`src/rtl/regfile_write_arbiter_pkg.sv`:
```
// Shared definitions for the register-file write arbiter: default sizes and
// the round-robin side encoding.
package regfile_write_arbiter_pkg;

    localparam int DEF_WIDTH      = 32;
    localparam int DEF_ADDR_WIDTH = 5;
    localparam int DEF_NREGS      = 4;
    localparam int REG_IDX_W      = $clog2(DEF_NREGS);

    typedef enum logic {
        SIDE_A = 1'b0,
        SIDE_B = 1'b1
    } rr_side_t;

endpackage

```
`src/rtl/regfile_write_arbiter_rr_arb2.sv`:
```
// Two-way round-robin arbiter. req/gnt bit 0 is side A, bit 1 is side B.
// The pointer only moves, to the loser, when both sides requested.
module rr_arb2
    import regfile_write_arbiter_pkg::*;
(
    input  logic       clk,
    input  logic       rst,
    input  logic [1:0] req,
    output logic [1:0] gnt
);

    rr_side_t ptr;

    always_comb begin
        gnt = 2'b00;
        case (req)
            2'b01:   gnt = 2'b01;
            2'b10:   gnt = 2'b10;
            2'b11:   gnt = (ptr == SIDE_A) ? 2'b01 : 2'b10;
            default: gnt = 2'b00;
        endcase
    end

    always_ff @(posedge clk or negedge rst) begin
        if (!rst) begin
            ptr <= SIDE_A;
        end else if (req == 2'b11) begin
            ptr <= (ptr == SIDE_A) ? SIDE_B : SIDE_A;
        end
    end

endmodule

```
`src/rtl/regfile_write_arbiter.sv`:
```
// Shares the register-file write port between ALU (A) and load unit (B), and
// keeps a pending-write scoreboard that flags read hazards and stalls WAW issue.
module regfile_write_arbiter
    import regfile_write_arbiter_pkg::*;
#(
    parameter int WIDTH      = DEF_WIDTH,
    parameter int ADDR_WIDTH = DEF_ADDR_WIDTH,
    parameter int NREGS      = DEF_NREGS
) (
    input  logic                  clk,
    input  logic                  rst,
    input  logic                  a_valid,
    output logic                  a_ready,
    input  logic [ADDR_WIDTH-1:0] a_wnum,
    input  logic [WIDTH-1:0]      a_wdata,
    input  logic                  b_valid,
    output logic                  b_ready,
    input  logic [ADDR_WIDTH-1:0] b_wnum,
    input  logic [WIDTH-1:0]      b_wdata,
    input  logic                  issue_valid,
    input  logic [ADDR_WIDTH-1:0] issue_rd,
    output logic                  issue_ready,
    input  logic [ADDR_WIDTH-1:0] rnum1,
    input  logic [ADDR_WIDTH-1:0] rnum2,
    output logic                  busy1,
    output logic                  busy2,
    output logic                  rf_write,
    output logic [ADDR_WIDTH-1:0] rf_wnum,
    output logic [WIDTH-1:0]      rf_wdata
);

    localparam int IDX_W = $clog2(NREGS);

    logic [1:0]            gnt;
    logic                  xfer;
    logic [ADDR_WIDTH-1:0] sel_wnum;
    logic [WIDTH-1:0]      sel_wdata;
    logic [IDX_W-1:0]      sel_idx;
    logic [IDX_W-1:0]      iss_idx;
    logic [IDX_W-1:0]      clr_idx;
    logic [NREGS-1:0]      pending;
    logic [NREGS-1:0]      pending_nxt;
    logic                  unused_hi;

    rr_arb2 u_arb (
        .clk (clk),
        .rst (rst),
        .req ({b_valid, a_valid}),
        .gnt (gnt)
    );

    assign a_ready   = gnt[0];
    assign b_ready   = gnt[1];
    assign xfer      = |gnt;
    assign sel_wnum  = gnt[1] ? b_wnum  : a_wnum;
    assign sel_wdata = gnt[1] ? b_wdata : a_wdata;
    assign sel_idx   = sel_wnum[IDX_W-1:0];
    assign iss_idx   = issue_rd[IDX_W-1:0];
    assign clr_idx   = rf_wnum[IDX_W-1:0];

    // Writes to r0 are accepted but never reach the register file.
    always_ff @(posedge clk or negedge rst) begin
        if (!rst) begin
            rf_write <= 1'b0;
            rf_wnum  <= '0;
            rf_wdata <= '0;
        end else begin
            rf_write <= xfer && (sel_idx != '0);
            if (xfer) begin
                rf_wnum  <= sel_wnum;
                rf_wdata <= sel_wdata;
            end
        end
    end

    assign issue_ready = !(issue_valid && pending[iss_idx]);

    // Clear on the regfile write edge; a same-edge reservation of that index wins.
    always_comb begin
        pending_nxt = pending;
        if (rf_write) begin
            pending_nxt[clr_idx] = 1'b0;
        end
        if (issue_valid && issue_ready && (iss_idx != '0)) begin
            pending_nxt[iss_idx] = 1'b1;
        end
        pending_nxt[0] = 1'b0;
    end

    always_ff @(posedge clk or negedge rst) begin
        if (!rst) begin
            pending <= '0;
        end else begin
            pending <= pending_nxt;
        end
    end

    assign busy1 = pending[rnum1[IDX_W-1:0]];
    assign busy2 = pending[rnum2[IDX_W-1:0]];

    assign unused_hi = ^{issue_rd[ADDR_WIDTH-1:IDX_W], rnum1[ADDR_WIDTH-1:IDX_W],
                         rnum2[ADDR_WIDTH-1:IDX_W]};

endmodule

```
`config.mk`:
```
export PLATFORM = sky130hd
export DESIGN_NAME = regfile_write_arbiter
export DESIGN_NICKNAME = d
export VERILOG_FILES = /design/src/rtl/regfile_write_arbiter_pkg.sv /design/src/rtl/regfile_write_arbiter_rr_arb2.sv /design/src/rtl/regfile_write_arbiter.sv
export SDC_FILE = /design/constraint.sdc
export NUM_CORES = 1
export LEC_CHECK = 0
export ABC_AREA = 1
export CAP_MARGIN = 20
export CORE_MARGIN = 3
export CORE_UTILIZATION = 38
export CTS_CLUSTER_DIAMETER = 150
export DETAILED_ROUTE_END_ITERATION = 6
export PLACE_DENSITY = 0.88
export SLEW_MARGIN = 20
export SYNTH_ARGS = -nofsm -noshare
export SYNTH_HDL_FRONTEND = slang
export SYNTH_SLANG_ARGS = --single-unit
```
`constraint.sdc`:
```
create_clock -name clk -period 1.52 [get_ports clk]
set_input_delay 0.304 -clock clk [delete_from_list [all_inputs] [get_ports clk]]
set_output_delay 0.304 -clock clk [all_outputs]
set_load 0.05 [all_outputs]
```
# Yosys cells after proc, flatten, opt, wreduce, memory -nomap -nowiden
# Cells that the tools add are included.
totals:
  word_cells: 44
  output_inout_bits: 43
  inputBits: 94
  reg_bits: 42
classes:
  n_lt_le_gt_ge: 6
  bitwise_logic: 3
  n_reduce_logical: 10
  n_eq_ne: 3
  muxes: 17
ops:
  columns: ["cell", "count"]
  rows:
  - ["32-bit 2-to-1 mux", 1]
  - ["2-bit by 3-bit less-than comparator with 1-bit output (second input constant)", 4]
  - ["4-bit 2-to-1 mux", 2]
  - ["1-bit binary-select mux with 2-bit select", 3]
  - ["1-bit logical AND", 6]
  - ["1-bit 2-to-1 mux", 6]
  - ["2-bit case mux with 3 select lines", 1]
  - ["5-bit 2-to-1 mux", 1]
  - ["4-bit bitwise AND", 1]
  - ["1-bit demux with 2-bit select", 2]
  - ["2-bit equality test (second input constant)", 2]
  - ["2-bit by 1-bit greater-or-equal comparator with 1-bit output (second input constant)", 2]
  - ["4-bit inverter", 1]
  - ["4-bit bitwise OR", 1]
  - ["2-bit nonzero test", 2]
  - ["2-bit by 1-bit equality test with 1-bit output (second input constant)", 1]
  - ["2-bit 2-to-1 mux", 1]
  - ["2-bit OR reduction", 1]
  - ["1-bit zero test", 1]

# Longest topological paths before layout
depth:
  depth_word: 9
  mapped_depth: 8

# Modules after synthesis
# Synthesis repeated with hierarchy kept, for this count alone.
hier_totals:
  cells_unflattened: 247
  area_unflattened_um2: 1974.4
by_module_without_submodules:
  columns: ["module", "seq_area_each_um2", "instances", "cells_per_inst", "area_each_um2"]
  rows:
  - ["regfile_write_arbiter", 1026.0, 1, 237, 1913.1]
  - ["rr_arb2", 25.0, 1, 10, 61.3]

# Worst setup path after synthesis
# No wires, ideal clock.
synth_path:
  path_type: "register to register"
  from: "reg u_arb.ptr"
  to: "reg rf_write"
  arrival_ns: 1.954
  setup_time_ns: 0.073
  synth_period_minus_slack_ns: 2.028
  path_stages_with_launch: 4
  path_slack_ns: -0.508
  path_cell_list: "dfrtp_1 -> a21boi_0 -> o21ai_0 -> nand2_1"
synth_between:
  word_cells_on_any_way: 6
synth_lines:
  columns: ["item", "line_no", "text"]
  rows:
  - ["from (decl)", "regfile_write_arbiter_rr_arb2.sv:12", "rr_side_t ptr;"]
  - ["from (signal assigned)", "regfile_write_arbiter_rr_arb2.sv:28", "ptr <= (ptr == SIDE_A) ? SIDE_B : SIDE_A;"]
  - ["2-bit 2-to-1 mux", "regfile_write_arbiter_rr_arb2.sv:19", "2'b11: gnt = (ptr == SIDE_A) ? 2'b01 : 2'b10;"]
  - ["2-bit case mux with 3 select lines", "regfile_write_arbiter_rr_arb2.sv:16", "case (req)"]
  - ["via a_ready", "regfile_write_arbiter.sv:13", "output logic a_ready,"]
  - ["2-bit OR reduction", "regfile_write_arbiter.sv:54", "assign xfer = |gnt;"]
  - ["1-bit logical AND", "regfile_write_arbiter.sv:68", "rf_write <= xfer && (sel_idx != '0);"]
  - ["to (signal assigned)", "regfile_write_arbiter.sv:68", null]
  - ["to (decl)", "regfile_write_arbiter.sv:27", "output logic rf_write,"]
# The timed path passes the listed nets, and every way through them passes these cells.
# A chain may end at the register's enable or synchronous reset.

# Worst setup path after layout
layout_path:
  from: "in rnum2[1]"
  to: "out busy2"
layout_between:
  elab_chain_cells: 2
layout_rtl:
  columns: ["item", "line_no", "text"]
  rows:
  - ["from (decl)", "regfile_write_arbiter.sv:24", "input logic [ADDR_WIDTH-1:0] rnum2,"]
  - ["1-bit binary-select mux with 2-bit select", "regfile_write_arbiter.sv:99", "assign busy2 = pending[rnum2[IDX_W-1:0]];"]
  - ["1-bit 2-to-1 mux (not written as such)", "regfile_write_arbiter.sv:99", null]
  - ["to (decl)", "regfile_write_arbiter.sv:26", "output logic busy2,"]
# Every way passes these cells. The select of a mux whose other input is x is not followed.

==> flow_summary.json <==
{
  "grt_overflow": 0,
  "cp_slowest_cell": "clkdlybuf4s50_1",
  "p_int_w": 0.00258,
  "clock-sinks": 42,
  "cts_buffer_depth": 2,
  "num_rows": 27,
  "dieArea_mm2": 0.00710,
  "yosys.area.top_type_share_pct": 45.1,
  "cp-start-kind": "input pin",
  "synthFlopType": "dfrtp_1",
  "htreeDepth": 2,
  "grt_pass1_vias": 2582,
  "synth_most_common_cell": "nand2_1",
  "hold_path_class": "in -> reg",
  "cp_max_fo": 2,
  "cts_made_buffers": 5,
  "max_cap_violations": 0,
  "synth_area_leaders": "dfrtp_1, nand2_1, inv_1",
  "insertion_delay_ps": 290,
  "drive_gt1_share_pct": 18.4,
  "clock_skew_ps": 3.23,
  "cp_cell_sequence": "clkdlybuf4s50_1 > nand3_2 > o21ai_1 > nor2_2 > buf_12",
  "filler_cell_count": 415,
  "area_delta_synth_final_pct": 85.9,
  "final_net_count": 583,
  "grt_pass1_wl_mm": 11.6,
  "cts_tree": "built",
  "outcome": "complete, no violations",
  "rsz0062_at_grt": "true",
  "p_leak_nw": 2.31,
  "io_buffer_count": 127,
  "die_x_um": 84.3,
  "worstMarginPinSlew_ps": 325,
  "place_hpwl_mm": 5.69,
  "required_ps": 1220,
  "syn_inst": 348,
  "multi_input_area_um2": 953,
  "r2r_setup_slack_ps": 160,
  "hold_viol": 0,
  "setup_ws_ps": 19.7,
  "diodes": 0,
  "antenna_found_initial": 0,
  "pin_count": 137,
  "seq_area_mm2": 0.00105,
  "start_util_pct": 40.8,
  "power.density_mw_per_mm2": 947,
  "finalCriticalPeriod_ps": 1500,
  "fp.coreArea_mm2": 0.00571,
  "yosysUniqueCellTypes": 17,
  "report.final.slew_viol_count": 0,
  "drt_wl_total_mm": 7.06,
  "whs_ps": 534,
  "synth_area_per_cell_um2": 6.69,
  "wl_per_cell_um": 12.6,
  "seqPwrFrac_pct": 35.6,
  "synth_common_cells": "nand2_1, inv_1, dfrtp_1",
  "max-vdd-ir-drop_mv": 0.556,
  "arrival_ps": 1200,
  "p_comb_share_pct": 46.8,
  "place_ws_ps": -194,
  "async_flop_share_pct": 100,
  "clock_power_share_pct": 17.6,
  "place_area_mm2": 0.00416,
  "grt.total_usage_pct": 20.1,
  "worstSetupPathType": "in -> out",
  "end_kind": "output pin",
  "grt_max_degree": 24,
  "slew_headroom_pct": 78.1,
  "ys.warnings.count": 0,
  "final_area_mm2": 0.00433,
  "slowest_delay_ps": 490,
  "drt_iter0_drc": 84,
  "place.gp.congestion": 0.813,
  "setup_viol": 0,
  "ys_seq_area_share_pct": 45.1,
  "ant_nets": 0,
  "drc": 0,
  "synthesis.nets": 442,
  "min_period_over_period_pct": 98.7,
  "die_h_um": 84.3,
  "vias": 2546,
  "synth_seq_cells": 42,
  "vias_per_cell": 4.53,
  "sw_frac_of_total_pct": 36.9,
  "clkTransAtPathRegs_ps": 70,
  "fmax_ghz": 0.667,
  "synth_edf_count": 0,
  "synth_largest_area_cell": "dfrtp_1",
  "drtPass1Iterations": 4,
  "netlist_area_mm2": 0.00233,
  "cts-root-buf": "clkbuf_8",
  "power_switching_w": 0.00151
}
-- per-layer routing --
metal  wire [um]  track usage (%)  share of wire (%)  vias up
met1        2830             23.0                 40     1139
met4         138             6.58                2.0        0
li1            -                -                  -     1300
met3         494             5.10                7.0       13
met5           0                0                  0        -
met2        3600             36.5                 51       94
-- registers in the layout, summed over array words and instances, names as in the netlist --
signal     count
pending        3
rf_wdata      32
rf_wnum        5
rf_write       1
u_arb.ptr      1
-- power by group through the flow --
| stage | logic (W) | registers, W | clock network [W] |
|---|---|---|---|
| 3_3_place_gp | 0.00184 | 0.00146 | 0 |
| 5_1_grt | 0.00203 | 0.00148 | 0.000778 |
| 3_5_place_dp | 0.00189 | 0.00147 | 0 |
| 4_1_cts | 0.00193 | 0.00146 | 0.000737 |
| 2_1_floorplan | 0.000438 | 0.00183 | 0 |
| 6_report | 0.00192 | 0.00146 | 0.000720 |
-- logic make-up after synthesis --
| group | count (synthesis) | synth area share [%] |
|---|---|---|
| AO/OA/AOI/OAI | 20 | 4.41 |
| AND/OR/NAND/NOR | 201 | 34.7 |
| flip-flops | 42 | 45.1 |
| buffers and inverters | 85 | 15.7 |
-- layout by cell type (no fill, tap or decap) --
cell             synthesis  layout
a21boi_4                 0       1
a21oi_1                  2       2
buf_12                   0      45
buf_2                    8       1
buf_4                    2      18
clkbuf_1                 0       1
clkbuf_8                 0       6
clkdlybuf4s50_1          0      76
clkinv_2                 0       1
dfrtp_1                 42      41
dfrtp_2                  0       1
dlygate4sd2_1            0       7
dlygate4sd3_1            0       1
inv_1                   69      66
inv_2                    2       4
inv_4                    0       1
nand2_1                154     151
nand2_2                  1       4
nand3_1                 28      25
nand3_2                  1       4
nand4_1                  3       3
nor2_1                  13      11
nor2_2                   1       3
o21ai_0                 13      11
o21ai_1                  4       5
o21ai_2                  0       1
-- stage by stage --
stage / power, W / setup TNS [ps] / utilization, % / std cells
floorplan: 0.00227 / 0 / - / 348
global placement: 0.00330 / -3930 / 72.9 / 549
detailed placement: 0.00336 / -6020 / 72.9 / 549
CTS: 0.00412 / 0 / 75.6 / 561
global route: 0.00429 / -150 / 75.8 / 562
finish: 0.00410 / 0 / 75.8 / 562
-- final cells by class --
cell class	count	share of cell area (%)
Clock buffer	7	1.99
Tap cell	72	2.08
Timing Repair Buffer	148	43.3
Clock inverter	1	0.116
Sequential cell	42	24.3
Inverter	71	6.21
Multi-Input combinational cell	221	22.0
-- worst max-delay path: cells and delay by family --
kind / cells / cell delay, ps
buf+inv: 2 / 640
simple gates: 2 / 150
compound gates: 1 / 110
-- worst paths after layout --
kind | depth (start not counted) | to | startpoint
max in group asynchronous | 3 | u_arb.ptr | rst
min | 3 | pending[1] | issue_rd[0]
max | 5 | busy2 | rnum2[1]
min in group asynchronous | 3 | rf_wdata[0] | rst
min reg2reg | 2 | rf_wdata[18] | rf_wdata[18]
max reg2reg | 7 | rf_wdata[2] | u_arb.ptr
-- what timing repair did --
| item | 4_1_cts | 5_1_grt |
|---|---|---|
| endpoints found under the hold margin | 21 | 0 |
| endpoints found under the setup margin | 5 | 4 |
| resized for setup | 20 | 4 |
| pin swaps | 2 | 4 |
| hold buffers | 1 | 0 |
| setup buffers | 3 | 1 |
Power figures use the tool's default switching activity.
